===== src/rtl/rtc_set_controller_pkg.sv =====
// Shared types and digit limits for the RTC time-set controller.
// Edit-field maxima are kept as BCD digit pairs so they compare directly.
package rtc_pkg;

    typedef enum logic [1:0] {
        RUN     = 2'd0,
        SET_HR  = 2'd1,
        SET_MIN = 2'd2,
        COMMIT  = 2'd3
    } state_t;

    localparam logic [3:0] HR_MAX_M  = 4'd2;
    localparam logic [3:0] HR_MAX_L  = 4'd3;
    localparam logic [3:0] MIN_MAX_M = 4'd5;
    localparam logic [3:0] MIN_MAX_L = 4'd9;

endpackage


===== src/rtl/rtc_set_controller_if.sv =====
// Button / current-time / parallel-load bus between the set controller and the RTC.
// disp_blank exists only when RTC_SET_BLINK_EN is defined.
interface rtc_set_controller_if;

    logic       btn_mode;
    logic       btn_inc;
    logic [3:0] cur_hr_m;
    logic [3:0] cur_hr_l;
    logic [3:0] cur_min_m;
    logic [3:0] cur_min_l;
    logic       run_en;
    logic       load_stb;
    logic [3:0] ld_hr_m;
    logic [3:0] ld_hr_l;
    logic [3:0] ld_min_m;
    logic [3:0] ld_min_l;
    logic [3:0] ld_sec_m;
    logic [3:0] ld_sec_l;
    logic [1:0] mode_state;
`ifdef RTC_SET_BLINK_EN
    logic [1:0] disp_blank;

    modport master (
        input  btn_mode, btn_inc, cur_hr_m, cur_hr_l, cur_min_m, cur_min_l,
        output run_en, load_stb, ld_hr_m, ld_hr_l, ld_min_m, ld_min_l,
               ld_sec_m, ld_sec_l, mode_state, disp_blank
    );

    modport slave (
        output btn_mode, btn_inc, cur_hr_m, cur_hr_l, cur_min_m, cur_min_l,
        input  run_en, load_stb, ld_hr_m, ld_hr_l, ld_min_m, ld_min_l,
               ld_sec_m, ld_sec_l, mode_state, disp_blank
    );
`else
    modport master (
        input  btn_mode, btn_inc, cur_hr_m, cur_hr_l, cur_min_m, cur_min_l,
        output run_en, load_stb, ld_hr_m, ld_hr_l, ld_min_m, ld_min_l,
               ld_sec_m, ld_sec_l, mode_state
    );

    modport slave (
        output btn_mode, btn_inc, cur_hr_m, cur_hr_l, cur_min_m, cur_min_l,
        input  run_en, load_stb, ld_hr_m, ld_hr_l, ld_min_m, ld_min_l,
               ld_sec_m, ld_sec_l, mode_state
    );
`endif

endinterface


===== src/rtl/rtc_set_controller_bcd2_wrap_inc.sv =====
// Two-digit BCD increment that wraps to 00 after the supplied maximum pair.
module bcd2_wrap_inc (
    input  logic [3:0] val_m,
    input  logic [3:0] val_l,
    input  logic [3:0] max_m,
    input  logic [3:0] max_l,
    output logic [3:0] nxt_m,
    output logic [3:0] nxt_l
);

    // BCD pairs order the same as their 8-bit concatenation, so an
    // out-of-range captured value also falls back to 00.
    always_comb begin
        nxt_m = val_m;
        nxt_l = val_l;
        if ({val_m, val_l} >= {max_m, max_l}) begin
            nxt_m = 4'd0;
            nxt_l = 4'd0;
        end else if (val_l >= 4'd9) begin
            nxt_m = val_m + 4'd1;
            nxt_l = 4'd0;
        end else begin
            nxt_l = val_l + 4'd1;
        end
    end

endmodule


===== src/rtl/rtc_set_controller.sv =====
// Button-driven HH:MM edit sequencer for the RTC chain with a one-cycle commit strobe.
// Optional edit-digit blink output enabled by defining RTC_SET_BLINK_EN.
module rtc_set_controller
    import rtc_pkg::*;
#(
    parameter int TIMEOUT_CYC = 30
`ifdef RTC_SET_BLINK_EN
   ,parameter int BLINK_CYC   = 1
`endif
) (
    input  logic clk,
    input  logic reset,
    rtc_set_controller_if.master bus
);

    localparam int TMO_W = (TIMEOUT_CYC > 1) ? $clog2(TIMEOUT_CYC) : 1;

    state_t           state;
    logic [3:0]       edit_hr_m, edit_hr_l, edit_min_m, edit_min_l;
    logic [3:0]       nxt_hr_m, nxt_hr_l, nxt_min_m, nxt_min_l;
    logic [TMO_W-1:0] tmo_cnt;
    logic             editing;
    logic             timeout_hit;

    bcd2_wrap_inc u_hr_inc (
        .val_m(edit_hr_m), .val_l(edit_hr_l),
        .max_m(HR_MAX_M),  .max_l(HR_MAX_L),
        .nxt_m(nxt_hr_m),  .nxt_l(nxt_hr_l)
    );

    bcd2_wrap_inc u_min_inc (
        .val_m(edit_min_m), .val_l(edit_min_l),
        .max_m(MIN_MAX_M),  .max_l(MIN_MAX_L),
        .nxt_m(nxt_min_m),  .nxt_l(nxt_min_l)
    );

    assign editing     = (state == SET_HR) || (state == SET_MIN);
    assign timeout_hit = (TIMEOUT_CYC != 0) && editing && !bus.btn_mode && !bus.btn_inc &&
                         (tmo_cnt == TMO_W'(TIMEOUT_CYC - 1));

    assign bus.mode_state = state;
    assign bus.ld_sec_m   = 4'd0;
    assign bus.ld_sec_l   = 4'd0;

    // Mode is checked before inc in each edit state, so a simultaneous inc is dropped.
    always_ff @(posedge clk) begin
        if (reset) begin
            state        <= RUN;
            bus.run_en   <= 1'b1;
            bus.load_stb <= 1'b0;
            bus.ld_hr_m  <= 4'd0;
            bus.ld_hr_l  <= 4'd0;
            bus.ld_min_m <= 4'd0;
            bus.ld_min_l <= 4'd0;
            edit_hr_m    <= 4'd0;
            edit_hr_l    <= 4'd0;
            edit_min_m   <= 4'd0;
            edit_min_l   <= 4'd0;
            tmo_cnt      <= '0;
        end else begin
            bus.load_stb <= 1'b0;
            unique case (state)
                RUN: begin
                    bus.run_en <= 1'b1;
                    if (bus.btn_mode) begin
                        edit_hr_m  <= bus.cur_hr_m;
                        edit_hr_l  <= bus.cur_hr_l;
                        edit_min_m <= bus.cur_min_m;
                        edit_min_l <= bus.cur_min_l;
                        tmo_cnt    <= '0;
                        bus.run_en <= 1'b0;
                        state      <= SET_HR;
                    end
                end
                SET_HR: begin
                    if (bus.btn_mode) begin
                        tmo_cnt <= '0;
                        state   <= SET_MIN;
                    end else if (bus.btn_inc) begin
                        edit_hr_m <= nxt_hr_m;
                        edit_hr_l <= nxt_hr_l;
                        tmo_cnt   <= '0;
                    end else if (timeout_hit) begin
                        tmo_cnt    <= '0;
                        bus.run_en <= 1'b1;
                        state      <= RUN;
                    end else if (TIMEOUT_CYC != 0) begin
                        tmo_cnt <= tmo_cnt + 1'b1;
                    end
                end
                SET_MIN: begin
                    if (bus.btn_mode) begin
                        tmo_cnt      <= '0;
                        bus.load_stb <= 1'b1;
                        bus.ld_hr_m  <= edit_hr_m;
                        bus.ld_hr_l  <= edit_hr_l;
                        bus.ld_min_m <= edit_min_m;
                        bus.ld_min_l <= edit_min_l;
                        state        <= COMMIT;
                    end else if (bus.btn_inc) begin
                        edit_min_m <= nxt_min_m;
                        edit_min_l <= nxt_min_l;
                        tmo_cnt    <= '0;
                    end else if (timeout_hit) begin
                        tmo_cnt    <= '0;
                        bus.run_en <= 1'b1;
                        state      <= RUN;
                    end else if (TIMEOUT_CYC != 0) begin
                        tmo_cnt <= tmo_cnt + 1'b1;
                    end
                end
                COMMIT: begin
                    bus.run_en <= 1'b1;
                    state      <= RUN;
                end
            endcase
        end
    end

`ifdef RTC_SET_BLINK_EN
    localparam int BLK_W = (BLINK_CYC > 1) ? $clog2(BLINK_CYC) : 1;

    logic [BLK_W-1:0] blink_cnt;

    // Phase restarts on any state change or increment; only the field being edited blinks.
    always_ff @(posedge clk) begin
        if (reset) begin
            bus.disp_blank <= 2'b00;
            blink_cnt      <= '0;
        end else if (!editing || bus.btn_mode || timeout_hit || bus.btn_inc) begin
            bus.disp_blank <= 2'b00;
            blink_cnt      <= '0;
        end else if (blink_cnt == BLK_W'(BLINK_CYC - 1)) begin
            blink_cnt <= '0;
            if (state == SET_HR) begin
                bus.disp_blank <= {~bus.disp_blank[1], 1'b0};
            end else begin
                bus.disp_blank <= {1'b0, ~bus.disp_blank[0]};
            end
        end else begin
            blink_cnt <= blink_cnt + 1'b1;
        end
    end
`endif

endmodule

===== src/flat_wrapper.sv =====
// flat-port wrapper written by rule: the top's interface ports become plain ports
module rtc_set_controller_flat import rtc_pkg::*;
#(
    parameter int TIMEOUT_CYC = 30

)
  (clk, reset, bus_btn_mode, bus_btn_inc, bus_cur_hr_m, bus_cur_hr_l, bus_cur_min_m, bus_cur_min_l, bus_run_en, bus_load_stb, bus_ld_hr_m, bus_ld_hr_l, bus_ld_min_m, bus_ld_min_l, bus_ld_sec_m, bus_ld_sec_l, bus_mode_state);
  rtc_set_controller_if bus_i ();
  input  logic clk;
  input  logic reset;
  input wire logic [$bits(bus_i.btn_mode)-1:0] bus_btn_mode;
  input wire logic [$bits(bus_i.btn_inc)-1:0] bus_btn_inc;
  input wire logic [$bits(bus_i.cur_hr_m)-1:0] bus_cur_hr_m;
  input wire logic [$bits(bus_i.cur_hr_l)-1:0] bus_cur_hr_l;
  input wire logic [$bits(bus_i.cur_min_m)-1:0] bus_cur_min_m;
  input wire logic [$bits(bus_i.cur_min_l)-1:0] bus_cur_min_l;
  output wire logic [$bits(bus_i.run_en)-1:0] bus_run_en;
  output wire logic [$bits(bus_i.load_stb)-1:0] bus_load_stb;
  output wire logic [$bits(bus_i.ld_hr_m)-1:0] bus_ld_hr_m;
  output wire logic [$bits(bus_i.ld_hr_l)-1:0] bus_ld_hr_l;
  output wire logic [$bits(bus_i.ld_min_m)-1:0] bus_ld_min_m;
  output wire logic [$bits(bus_i.ld_min_l)-1:0] bus_ld_min_l;
  output wire logic [$bits(bus_i.ld_sec_m)-1:0] bus_ld_sec_m;
  output wire logic [$bits(bus_i.ld_sec_l)-1:0] bus_ld_sec_l;
  output wire logic [$bits(bus_i.mode_state)-1:0] bus_mode_state;
  assign bus_i.btn_mode = bus_btn_mode;
  assign bus_i.btn_inc = bus_btn_inc;
  assign bus_i.cur_hr_m = bus_cur_hr_m;
  assign bus_i.cur_hr_l = bus_cur_hr_l;
  assign bus_i.cur_min_m = bus_cur_min_m;
  assign bus_i.cur_min_l = bus_cur_min_l;
  assign bus_run_en = bus_i.run_en;
  assign bus_load_stb = bus_i.load_stb;
  assign bus_ld_hr_m = bus_i.ld_hr_m;
  assign bus_ld_hr_l = bus_i.ld_hr_l;
  assign bus_ld_min_m = bus_i.ld_min_m;
  assign bus_ld_min_l = bus_i.ld_min_l;
  assign bus_ld_sec_m = bus_i.ld_sec_m;
  assign bus_ld_sec_l = bus_i.ld_sec_l;
  assign bus_mode_state = bus_i.mode_state;
  rtc_set_controller #(.TIMEOUT_CYC(TIMEOUT_CYC)) u_core (.clk(clk), .reset(reset), .bus(bus_i));
endmodule

===== config.mk =====
export PLATFORM = sky130hd
export DESIGN_NAME = rtc_set_controller_flat
export DESIGN_NICKNAME = d
export VERILOG_FILES = /design/src/rtl/rtc_set_controller_pkg.sv /design/src/rtl/rtc_set_controller_if.sv /design/src/rtl/rtc_set_controller_bcd2_wrap_inc.sv /design/src/rtl/rtc_set_controller.sv /design/src/flat_wrapper.sv
export SDC_FILE = /design/constraint.sdc
export NUM_CORES = 1
export LEC_CHECK = 0
export CORE_ASPECT_RATIO = 0.75
export CORE_MARGIN = 3
export CORE_UTILIZATION = 45
export CTS_CLUSTER_DIAMETER = 100
export DETAILED_ROUTE_END_ITERATION = 10
export PLACE_DENSITY_LB_ADDON = 0.05
export RECOVER_POWER = 50
export REMOVE_ABC_BUFFERS = 1
export SYNTH_ARGS = -nofsm -noshare
export SYNTH_HDL_FRONTEND = slang
export SYNTH_HIERARCHICAL = 1
export SYNTH_SLANG_ARGS = --single-unit

===== constraint.sdc =====
create_clock -name clk -period 1.95 [get_ports clk]
set_input_delay 0.585 -clock clk [delete_from_list [all_inputs] [get_ports clk]]
set_output_delay 0.585 -clock clk [all_outputs]
set_load 0.005 [all_outputs]

==> flow_summary.json, run 1 <==
{
  "start_util_pct": 48.4,
  "globalRouteMet2Util_pct": 26.5,
  "clk_pin_slew_ns": 0.08,
  "diodes": 0,
  "syn2layout_area_growth_pct": 39.9,
  "p_leak_nw": 1.65,
  "critPathCaptureType": "flip-flop",
  "gp_congestion": 0.897,
  "p_per_area_nw_per_um2": 691,
  "rr_worst_depth": 8,
  "synth_area_leaders": "dfxtp_1 (28%), ha_1 (13%), nor3_1 (5.8%), nand2_1 (5.8%), a221oi_1 (4.8%)",
  "syn-mean-instance-area_um2": 8.39,
  "grt_max_degree": 19,
  "wl_per_cell_um": 14.5,
  "hp-class": "flip-flop to flip-flop",
  "crit_start": "u_core/edit_hr_l[0]",
  "peakVddDrop_mv": 0.337,
  "ys_seq_elements": 41,
  "yosysMostFrequentCell": "nand2_1",
  "clk_latency_ns": 0.29,
  "vias": 2691,
  "die_x_um": 99.3,
  "die-area_um2": 7540,
  "top_usage_layer": "met1",
  "setup_viol": 3,
  "worst_hold_slack_ns": 0.455,
  "drt_wl_total_mm": 7.47,
  "crit_chain": "inv_4 -> ha_4 -> nand2b_4 -> a2111oi_4 -> o211ai_4 -> nor3_2 -> a221oi_2 -> nor3_2",
  "synth_ff_type": "dfxtp_1",
  "r2r_setup_slack_ns": -0.04,
  "fin_util_pct": 67.7,
  "boundaryPins": 48,
  "nets": 487,
  "drive_gt1_share_pct": 28.3,
  "ant_nets": 0,
  "hold_viol": 0,
  "dp_cells": 502,
  "die_h_um": 76.0,
  "clock_skew_ns": 0.00625,
  "yosys.area.top_type_share_pct": 28.0,
  "max_clock_freq_mhz": 503,
  "clockBufferDepth": 2,
  "core_um2": 6070,
  "grt_pass1_wl_mm": 11.4,
  "r2r_start": "u_core/edit_hr_l[0]",
  "status": "finished, violations left",
  "finalCritPeriodShare_pct": 102,
  "fin_ws_ns": -0.0390,
  "drv_slew": 0,
  "crit_arrival_ns": 2.19,
  "syn_inst": 350,
  "cp_top_family": "compound AO/OA/AOI/OAI gates",
  "clock-sinks": 41,
  "dp_hpwl_mm": 5.37,
  "instances_no_fill": 516,
  "met1_usage_pct": 28.3,
  "synth-edff-count": 0,
  "endpoint": "u_core/edit_hr_l[2]",
  "cp_slowest_stage_delay_ns": 0.40,
  "firstDrtPassIters": 4,
  "drt_iter0_drc": 98,
  "violations": "setup timing",
  "critPathMaxFanout": 8,
  "cp.required_ns": 2.15,
  "crit_slowest_cell": "a2111oi_4",
  "numPortBuffers": 39,
  "async_flop_share_pct": 0,
  "use_met3_pct": 3.58,
  "ys_types": 52,
  "fin_tns_setup_ns": -0.0630,
  "drc": 0,
  "crit_cells": 8,
  "start_kind": "flip-flop",
  "rsz0062_at_grt": "true",
  "cts_inserted_buffers": 5,
  "tritoncts": "built",
  "cap_violations": 0,
  "first_global_vias": 2346,
  "ys.warnings.count": 6,
  "synth.top_cells.by_count": "nand2_1 (45), dfxtp_1 (41), nor3_1 (34), ha_1 (30)",
  "yosys.area.top_type": "dfxtp_1",
  "overflow": 0,
  "path_common_cell": "nor3_2",
  "placementRows": 24,
  "seq_area_frac_synth_pct": 28.0,
  "htree_levels": 2,
  "reg2reg_to": "u_core/edit_hr_l[2]",
  "antenna_found_initial": 0,
  "cts-root-buf": "clkbuf_8",
  "grt_usage_pct": 18.5,
  "finalCriticalPeriod_ns": 1.99,
  "crit_buf_inv": 1,
  "vias_per_cell": 5.22,
  "crit_type": "flip-flop to flip-flop",
  "syn_area_um2": 2940
}
==> cell type report <==
class / instances / area [µm²]
clock buffers: 6 / 82.6
inverters: 22 / 87.6
flip-flops and latches: 41 / 840
repair buffers: 89 / 808
clock inverters: 2 / 37.5
well taps: 78 / 97.6
fillers: 515 / 1960
multi-input cells: 278 / 2150
==> kinds of logic (layout without fill, tap and decap cells) <==
group / after synthesis / after routing / synth area share (%)
compound gates: 59 / 59 / 15.9
xor+xnor: 9 / 9 / 3.20
mux: 2 / 2 / 0.724
flops: 41 / 41 / 28.0
buf+inv: 53 / 119 / 9.20
other cells: 2 / 24 / 0.256
fa+ha+maj: 30 / 30 / 12.8
simple gates: 154 / 154 / 30.0
==> power by group <==
group	switching (mW)	leakage (nW)	internal, mW
Clock	0.310	0.0574	0.417
Combinational	0.559	1.26	0.581
Sequential	0.0661	0.339	0.906
==> worst reg2reg max path, stage by stage, from the launching register on <==
cell and delay (ns):
dfxtp_4 0.37, inv_4 0.06, ha_4 0.19, nand2b_4 0.15, a2111oi_4 0.40, o211ai_4 0.19, nor3_2 0.21, a221oi_2 0.10
nor3_2 0.23
==> what timing repair did <==
item | 4_1_cts | 5_1_grt
pin swaps | 36 | 16
buffers inserted | 0 | 6
resized for setup | 13 | 36
endpoints found under the setup margin | 16 | 16
hold buffers | 0 | 0
==> registers in the layout, indices dropped and copies added, names as in the netlist <==
register	count
u_core/edit_hr_l	4
u_core/tmo_cnt	5
u_core/bus.ld_min_m	4
u_core/bus.ld_hr_l	4
u_core/bus.ld_min_l	4
u_core/edit_hr_m	4
u_core/bus.mode_state	2
u_core/edit_min_l	4
u_core/bus.ld_hr_m	4
u_core/edit_min_m	4
u_core/bus.load_stb	1
u_core/bus.run_en	1
==> placed cells by master, fill, tap and decap left out, drive strengths merged, types with 17 or more instances in the layout <==
cell           netlist  routed
buf                 19      49
nand2               45      45
dfxtp               41      41
nor3                40      40
ha                  30      30
clkdlybuf4s50        0      27
conb                 2      24
a21oi               22      22
inv                 22      22
a221oi              17      17
==> through the flow <==
step	worst slack (ns)	total power [mW]	cell area, µm²
2_1_floorplan	-0.0280	1.56	2830
3_3_place_gp	-0.0910	1.93	3670
3_5_place_dp	-0.107	1.94	3670
4_1_cts	0.00394	2.70	3860
5_1_grt	-0.0894	3.01	4110
6_report	-0.0390	2.84	4110
==> worst min-delay path by stage <==
stage / to / slack, ns / from / cells past startpoint
after floorplan: u_core/bus.ld_hr_l[0] / 0.45 / u_core/bus.ld_hr_l[0] / 2
after global placement: u_core/bus.ld_hr_l[1] / 0.44 / u_core/bus.ld_hr_l[1] / 2
after detailed placement: u_core/bus.ld_min_m[2] / 0.45 / u_core/bus.ld_min_m[2] / 2
after CTS: u_core/bus.ld_min_m[2] / 0.46 / u_core/bus.ld_min_m[2] / 2
after global routing: u_core/bus.ld_min_m[2] / 0.47 / u_core/bus.ld_min_m[2] / 2
final: u_core/bus.ld_hr_l[2] / 0.45 / u_core/bus.ld_hr_l[2] / 2
==> per-layer routing <==
layer	vias to the layer above	share of wire (%)
met5	-	0
met3	6	4.9
met2	69	45
met4	0	0.75
li1	1382	-
met1	1234	49
Power figures use the tool's default switching activity.
==> run 2: changes to the inputs <==
==> constraint.sdc (replaced) <==
create_clock -name clk -period 1.95 [get_ports clk]
set_input_delay 0.585 -clock clk [delete_from_list [all_inputs] [get_ports clk]]
set_output_delay 0.585 -clock clk [all_outputs]
set_load 0.01 [all_outputs]
==> run 2 against run 1 <==
  * The run still ends with setup timing left
  * Sequential share of layout area stayed put
  * Clock-buffer cell count stayed put
  * Via count is 0.15% higher
  * Setup slack hardly changed
  * Global-route usage stayed put
  * Sequential power hardly changed
  * Die area stayed put
  * Critical path depth stayed put
  * Flip-flop and latch count stayed put
  * Clock power hardly changed
  * Final cell count stayed put
  * Design area stayed put
  * Critical path type unchanged
==> flow_summary.json, run 2 (synthesized netlist as in run 1, its figures left out) <==
{
  "drc": 0,
  "crit_chain": "inv_4 -> ha_4 -> nand2b_4 -> a2111oi_4 -> o211ai_4 -> nor3_2 -> a221oi_2 -> nor3_2",
  "crit_arrival_ns": 2.19,
  "cts_hold_buffers": 0,
  "registers.top_by_ff_count": "u_core/tmo_cnt",
  "final_common_cell": "nand2_1",
  "drt_wl_total_mm": 7.47,
  "p_leak_nw": 1.64,
  "clock_power_share_pct": 25.5,
  "boundaryPins": 48,
  "tritoncts": "built",
  "cp.required_ns": 2.15,
  "use_met3_pct": 3.58,
  "internal_power_mw": 1.90,
  "cp_slowest_stage_delay_ns": 0.40,
  "nets": 487,
  "vias_per_cell": 5.22,
  "p_per_area_nw_per_um2": 693,
  "globalRouteMet2Util_pct": 26.5,
  "critPathCaptureType": "flip-flop",
  "pre_cts_slack_ns": -0.107,
  "crit_slowest_cell": "a2111oi_4",
  "antenna_found_initial": 0,
  "placementRows": 24,
  "die_h_um": 76.0,
  "clk_latency_ns": 0.29,
  "clock-sinks": 41,
  "finalCriticalPeriod_ns": 1.99,
  "power.total_mw": 2.85,
  "dp_hpwl_mm": 5.37,
  "gp_congestion": 0.897,
  "crit_type": "flip-flop to flip-flop",
  "peakVddDrop_mv": 0.337,
  "setup_viol": 3,
  "critPathMaxFanout": 8,
  "diodes": 0,
  "overflow": 0,
  "seqPwrFrac_pct": 34.2,
  "drive_gt1_share_pct": 28.3,
  "start_kind": "flip-flop",
  "htree_levels": 2,
  "top_usage_layer": "met1",
  "violations": "setup timing",
  "grt_pass1_wl_mm": 11.4,
  "syn2layout_area_growth_pct": 39.9,
  "cts-root-buf": "clkbuf_8",
  "hp-class": "flip-flop to flip-flop",
  "core_um2": 6070,
  "path_common_cell": "nor3_2",
  "final_cell_mix": "nand2_1 (45), buf_4 (44), nor3_1 (32)",
  "max_clock_freq_mhz": 503,
  "numPortBuffers": 39,
  "switching_power_mw": 0.944,
  "final_area_um2": 4110,
  "finalCritPeriodShare_pct": 102,
  "grt_usage_pct": 18.5,
  "clk_pin_slew_ns": 0.08,
  "grt_max_degree": 19,
  "post_dp_cell_area_um2": 3670,
  "met1_usage_pct": 28.3,
  "status": "finished, violations left",
  "drv_slew": 0,
  "largest_reg_flops": 5,
  "rsz0062_at_grt": "true",
  "p_sw_share_pct": 33.1,
  "cts_inserted_buffers": 5,
  "worst_hold_slack_ns": 0.455,
  "drt_iter0_drc": 98,
  "first_global_vias": 2346,
  "ant_nets": 0,
  "hold_viol": 0,
  "die-area_um2": 7540,
  "vias": 2695,
  "firstDrtPassIters": 4,
  "die_x_um": 99.3,
  "comb_power_share_pct": 40.3,
  "cap_violations": 0,
  "clockBufferDepth": 2,
  "wl_per_cell_um": 14.5,
  "fin_ws_ns": -0.0391,
  "fillers": 515,
  "crit_buf_inv": 1,
  "cp_top_family": "compound AO/OA/AOI/OAI gates",
  "clock_skew_ns": 0.00628,
  "start_util_pct": 48.4
}
-- run 2: area by class of cell --
class / instances / area [µm²] / share of cell area, %
inverters: 22 / 87.6 / 2.13
repair buffers: 89 / 808 / 19.7
flip-flops and latches: 41 / 840 / 20.4
clock buffers: 6 / 82.6 / 2.01
well taps: 78 / 97.6 / 2.38
multi-input cells: 278 / 2150 / 52.5
clock inverters: 2 / 37.5 / 0.914
-- run 2: worst paths after layout --
kind	end	start	slack [ns]	cells after the start
max	u_core/edit_hr_l[2]	u_core/edit_hr_l[0]	-0.04	8
min	u_core/bus.ld_hr_l[2]	u_core/bus.ld_hr_l[2]	0.45	2
max reg2reg	u_core/edit_hr_l[2]	u_core/edit_hr_l[0]	-0.04	8
min reg2reg	u_core/bus.ld_hr_l[2]	u_core/bus.ld_hr_l[2]	0.45	2
-- run 2: power groups by stage --
stage          Clock, mW  Sequential, mW  Combinational [mW]
2_1_floorplan          0           0.994               0.576
3_3_place_gp           0           0.970               0.965
3_5_place_dp           0           0.971               0.976
4_1_cts            0.741           0.958                1.01
5_1_grt            0.774           0.981                1.26
6_report           0.727           0.973                1.15
-- run 2: worst register-to-register path: stages, from the launching register on --
cell       delay [ns]
dfxtp_4          0.37
inv_4            0.06
ha_4             0.19
nand2b_4         0.15
a2111oi_4        0.40
o211ai_4         0.19
nor3_2           0.21
a221oi_2         0.10
nor3_2           0.23
-- run 2: metal layers --
metal	part of all wire [%]	routed length, µm
met5	0	0
met4	0.84	63
met3	5.1	377
met2	45	3360
met1	49	3660
-- run 2: through the flow --
stage	cells	setup TNS, ns	utilization [%]
5_1_grt	516	-0.656	67.7
4_1_cts	510	0	63.6
6_report	516	-0.0631	67.7
2_1_floorplan	341	-0.441	-
3_5_place_dp	502	-1.43	60.6
3_3_place_gp	502	-0.841	60.6
-- run 2: what timing repair did --
action                                  in CTS  in global routing
pin swaps                                   36                 16
setup buffers                                0                  6
endpoints found under the hold margin        0                  0
resized for setup                           13                 36
endpoints found under the setup margin      16                 16
==> run 3: changes to the inputs <==
- GPL_TIMING_DRIVEN: unset -> 0
==> run 3 against run 2 <==
  * The flow still finishes with violations (setup timing)
  * Register-to-register slack barely moved
  * Clock power barely moved
  * Flip-flop and latch count did not move
  * Total power fell by 0.51%
  * Design area fell by 2.5%
  * Via count fell by 2.9%
  * First-iteration DRC count rose by 31%
  * Critical path type unchanged
  * Highest routed layer unchanged
==> flow_summary.json, run 3 (synthesized netlist as in run 1, its figures left out) <==
{
  "clock_skew_ns": 0.00504,
  "cts-root-buf": "clkbuf_8",
  "hold_viol": 0,
  "fillers": 514,
  "cp.required_ns": 2.09,
  "dp_hpwl_mm": 4.45,
  "largest_reg_flops": 5,
  "antenna_found_initial": 0,
  "p_per_area_nw_per_um2": 707,
  "core_um2": 6070,
  "violations": "setup timing",
  "final_cell_mix": "nand2_1 (44), nor3_1 (34), clkdlybuf4s50_1 (32)",
  "p_sw_share_pct": 34.0,
  "syn2layout_area_growth_pct": 36.4,
  "cts_inserted_buffers": 5,
  "diodes": 0,
  "crit_arrival_ns": 2.13,
  "firstDrtPassIters": 4,
  "grt_usage_pct": 18.5,
  "p_leak_nw": 1.51,
  "switching_power_mw": 0.963,
  "placementRows": 24,
  "start_util_pct": 48.4,
  "comb_power_share_pct": 38.9,
  "seqPwrFrac_pct": 35.5,
  "internal_power_mw": 1.87,
  "critPathCaptureType": "flip-flop",
  "grt_max_degree": 44,
  "reg2reg_to": "u_core/edit_hr_m[2]",
  "drt_iter0_drc": 128,
  "gp_congestion": 0.844,
  "hp-class": "flip-flop to flip-flop",
  "die_x_um": 99.3,
  "cts_hold_buffers": 0,
  "peakVddDrop_mv": 0.416,
  "drc": 0,
  "clk_pin_slew_ns": 0.08,
  "final_area_um2": 4010,
  "crit_type": "flip-flop to flip-flop",
  "clock_power_share_pct": 25.7,
  "clock-sinks": 41,
  "drt_wl_total_mm": 7.27,
  "htree_levels": 2,
  "clk_latency_ns": 0.29,
  "rsz0062_at_grt": "true",
  "finalCriticalPeriod_ns": 1.99,
  "r2r_setup_slack_ns": -0.04,
  "fin_util_pct": 66.0,
  "start_kind": "flip-flop",
  "wl_per_cell_um": 15.0,
  "clockBufferDepth": 2,
  "numPortBuffers": 39,
  "rr_worst_depth": 8,
  "fin_ws_ns": -0.0352,
  "grt_pass1_wl_mm": 11.7,
  "max_clock_freq_mhz": 504,
  "registers.top_by_ff_count": "u_core/tmo_cnt",
  "setup_viol": 6,
  "multi_input_area_um2": 2290,
  "cap_violations": 0,
  "final_common_cell": "nand2_1",
  "first_global_vias": 2347,
  "worst_pin_slew_ns": 0.832,
  "holdCritStartpoint": "u_core/bus.ld_hr_l[0]",
  "finalCritPeriodShare_pct": 102,
  "nets": 455,
  "seqCellArea_um2": 878,
  "worst_hold_slack_ns": 0.453,
  "boundaryPins": 48,
  "vias": 2617,
  "overflow": 0,
  "die-area_um2": 7540,
  "fin_tns_setup_ns": -0.0988,
  "critPathMaxFanout": 8,
  "r2r_start": "u_core/edit_hr_l[3]",
  "drv_slew": 0,
  "post_dp_cell_area_um2": 3310,
  "endpoint": "u_core/edit_hr_m[2]",
  "crit_start": "u_core/edit_hr_l[3]",
  "relSlewSlack_pct": 44.5,
  "vias_per_cell": 5.41,
  "ant_nets": 0,
  "die_h_um": 76.0,
  "drive_gt1_share_pct": 28.1,
  "status": "finished, violations left",
  "tritoncts": "built"
}
==> run 3: layer usage <==
layer | wire length (µm) | up-vias | global-route usage [%]
li1 | - | 1314 | -
met1 | 3740 | 1242 | 29.4
met2 | 3160 | 59 | 26.1
met3 | 344 | 2 | 3.67
met4 | 19 | 0 | 2.46
met5 | 0 | - | 0
==> run 3: worst min-delay path by stage <==
| stage | cells past startpoint | slack, ns | end |
|---|---|---|---|
| after CTS | 2 | 0.46 | u_core/bus.ld_min_m[3] |
| after global routing | 2 | 0.48 | u_core/bus.ld_hr_m[1] |
| after global placement | 2 | 0.44 | u_core/bus.ld_min_m[3] |
| after detailed placement | 2 | 0.45 | u_core/bus.ld_min_m[3] |
| final | 2 | 0.45 | u_core/bus.ld_hr_l[0] |
| after floorplan | 2 | 0.46 | u_core/tmo_cnt[1] |
==> run 3: what timing repair did <==
action | 4_1_cts | 5_1_grt
gates resized for setup | 53 | 43
cloned | 0 | 0
pin swaps | 33 | 22
hold endpoints to repair | 0 | 0
setup buffers | 10 | 8
endpoints found under the setup margin | 39 | 35
==> run 3: through the flow <==
| stage | total power [mW] | cells | setup WS, ns |
|---|---|---|---|
| 2_1_floorplan | 1.57 | 341 | -0.0552 |
| 3_3_place_gp | 1.78 | 458 | -0.933 |
| 3_5_place_dp | 1.79 | 458 | -0.945 |
| 4_1_cts | 2.66 | 476 | -0.0178 |
| 5_1_grt | 3.00 | 484 | -0.120 |
| 6_report | 2.83 | 484 | -0.0352 |
==> run 3: worst max-delay path, stage by stage, from the launching register on <==
cell and delay, ns:
dfxtp_4 0.37, ha_4 0.26, o21ai_2 0.04, or3_4 0.39, o211ai_4 0.21, buf_12 0.17, nor2_4 0.04, a221oi_2 0.27
nor3_1 0.08
==> run 3: layout make-up <==
cell class	count	share of cell area, %
clock inverter	1	0.750
timing repair buffer	57	13.6
tap	78	2.44
clock buffer	7	2.15
sequential	41	21.9
multi-input combinational	278	57.1
inverter	22	2.12
==> run 3: power groups by stage <==
| stage | clock (mW) | combinational (mW) | sequential [mW] |
|---|---|---|---|
| final | 0.727 | 1.10 | 1.01 |
| after floorplan | 0 | 0.576 | 0.994 |
| after global placement | 0 | 0.758 | 1.03 |
| after detailed placement | 0 | 0.764 | 1.03 |
| after CTS | 0.744 | 0.913 | 1.00 |
| after global routing | 0.776 | 1.21 | 1.02 |
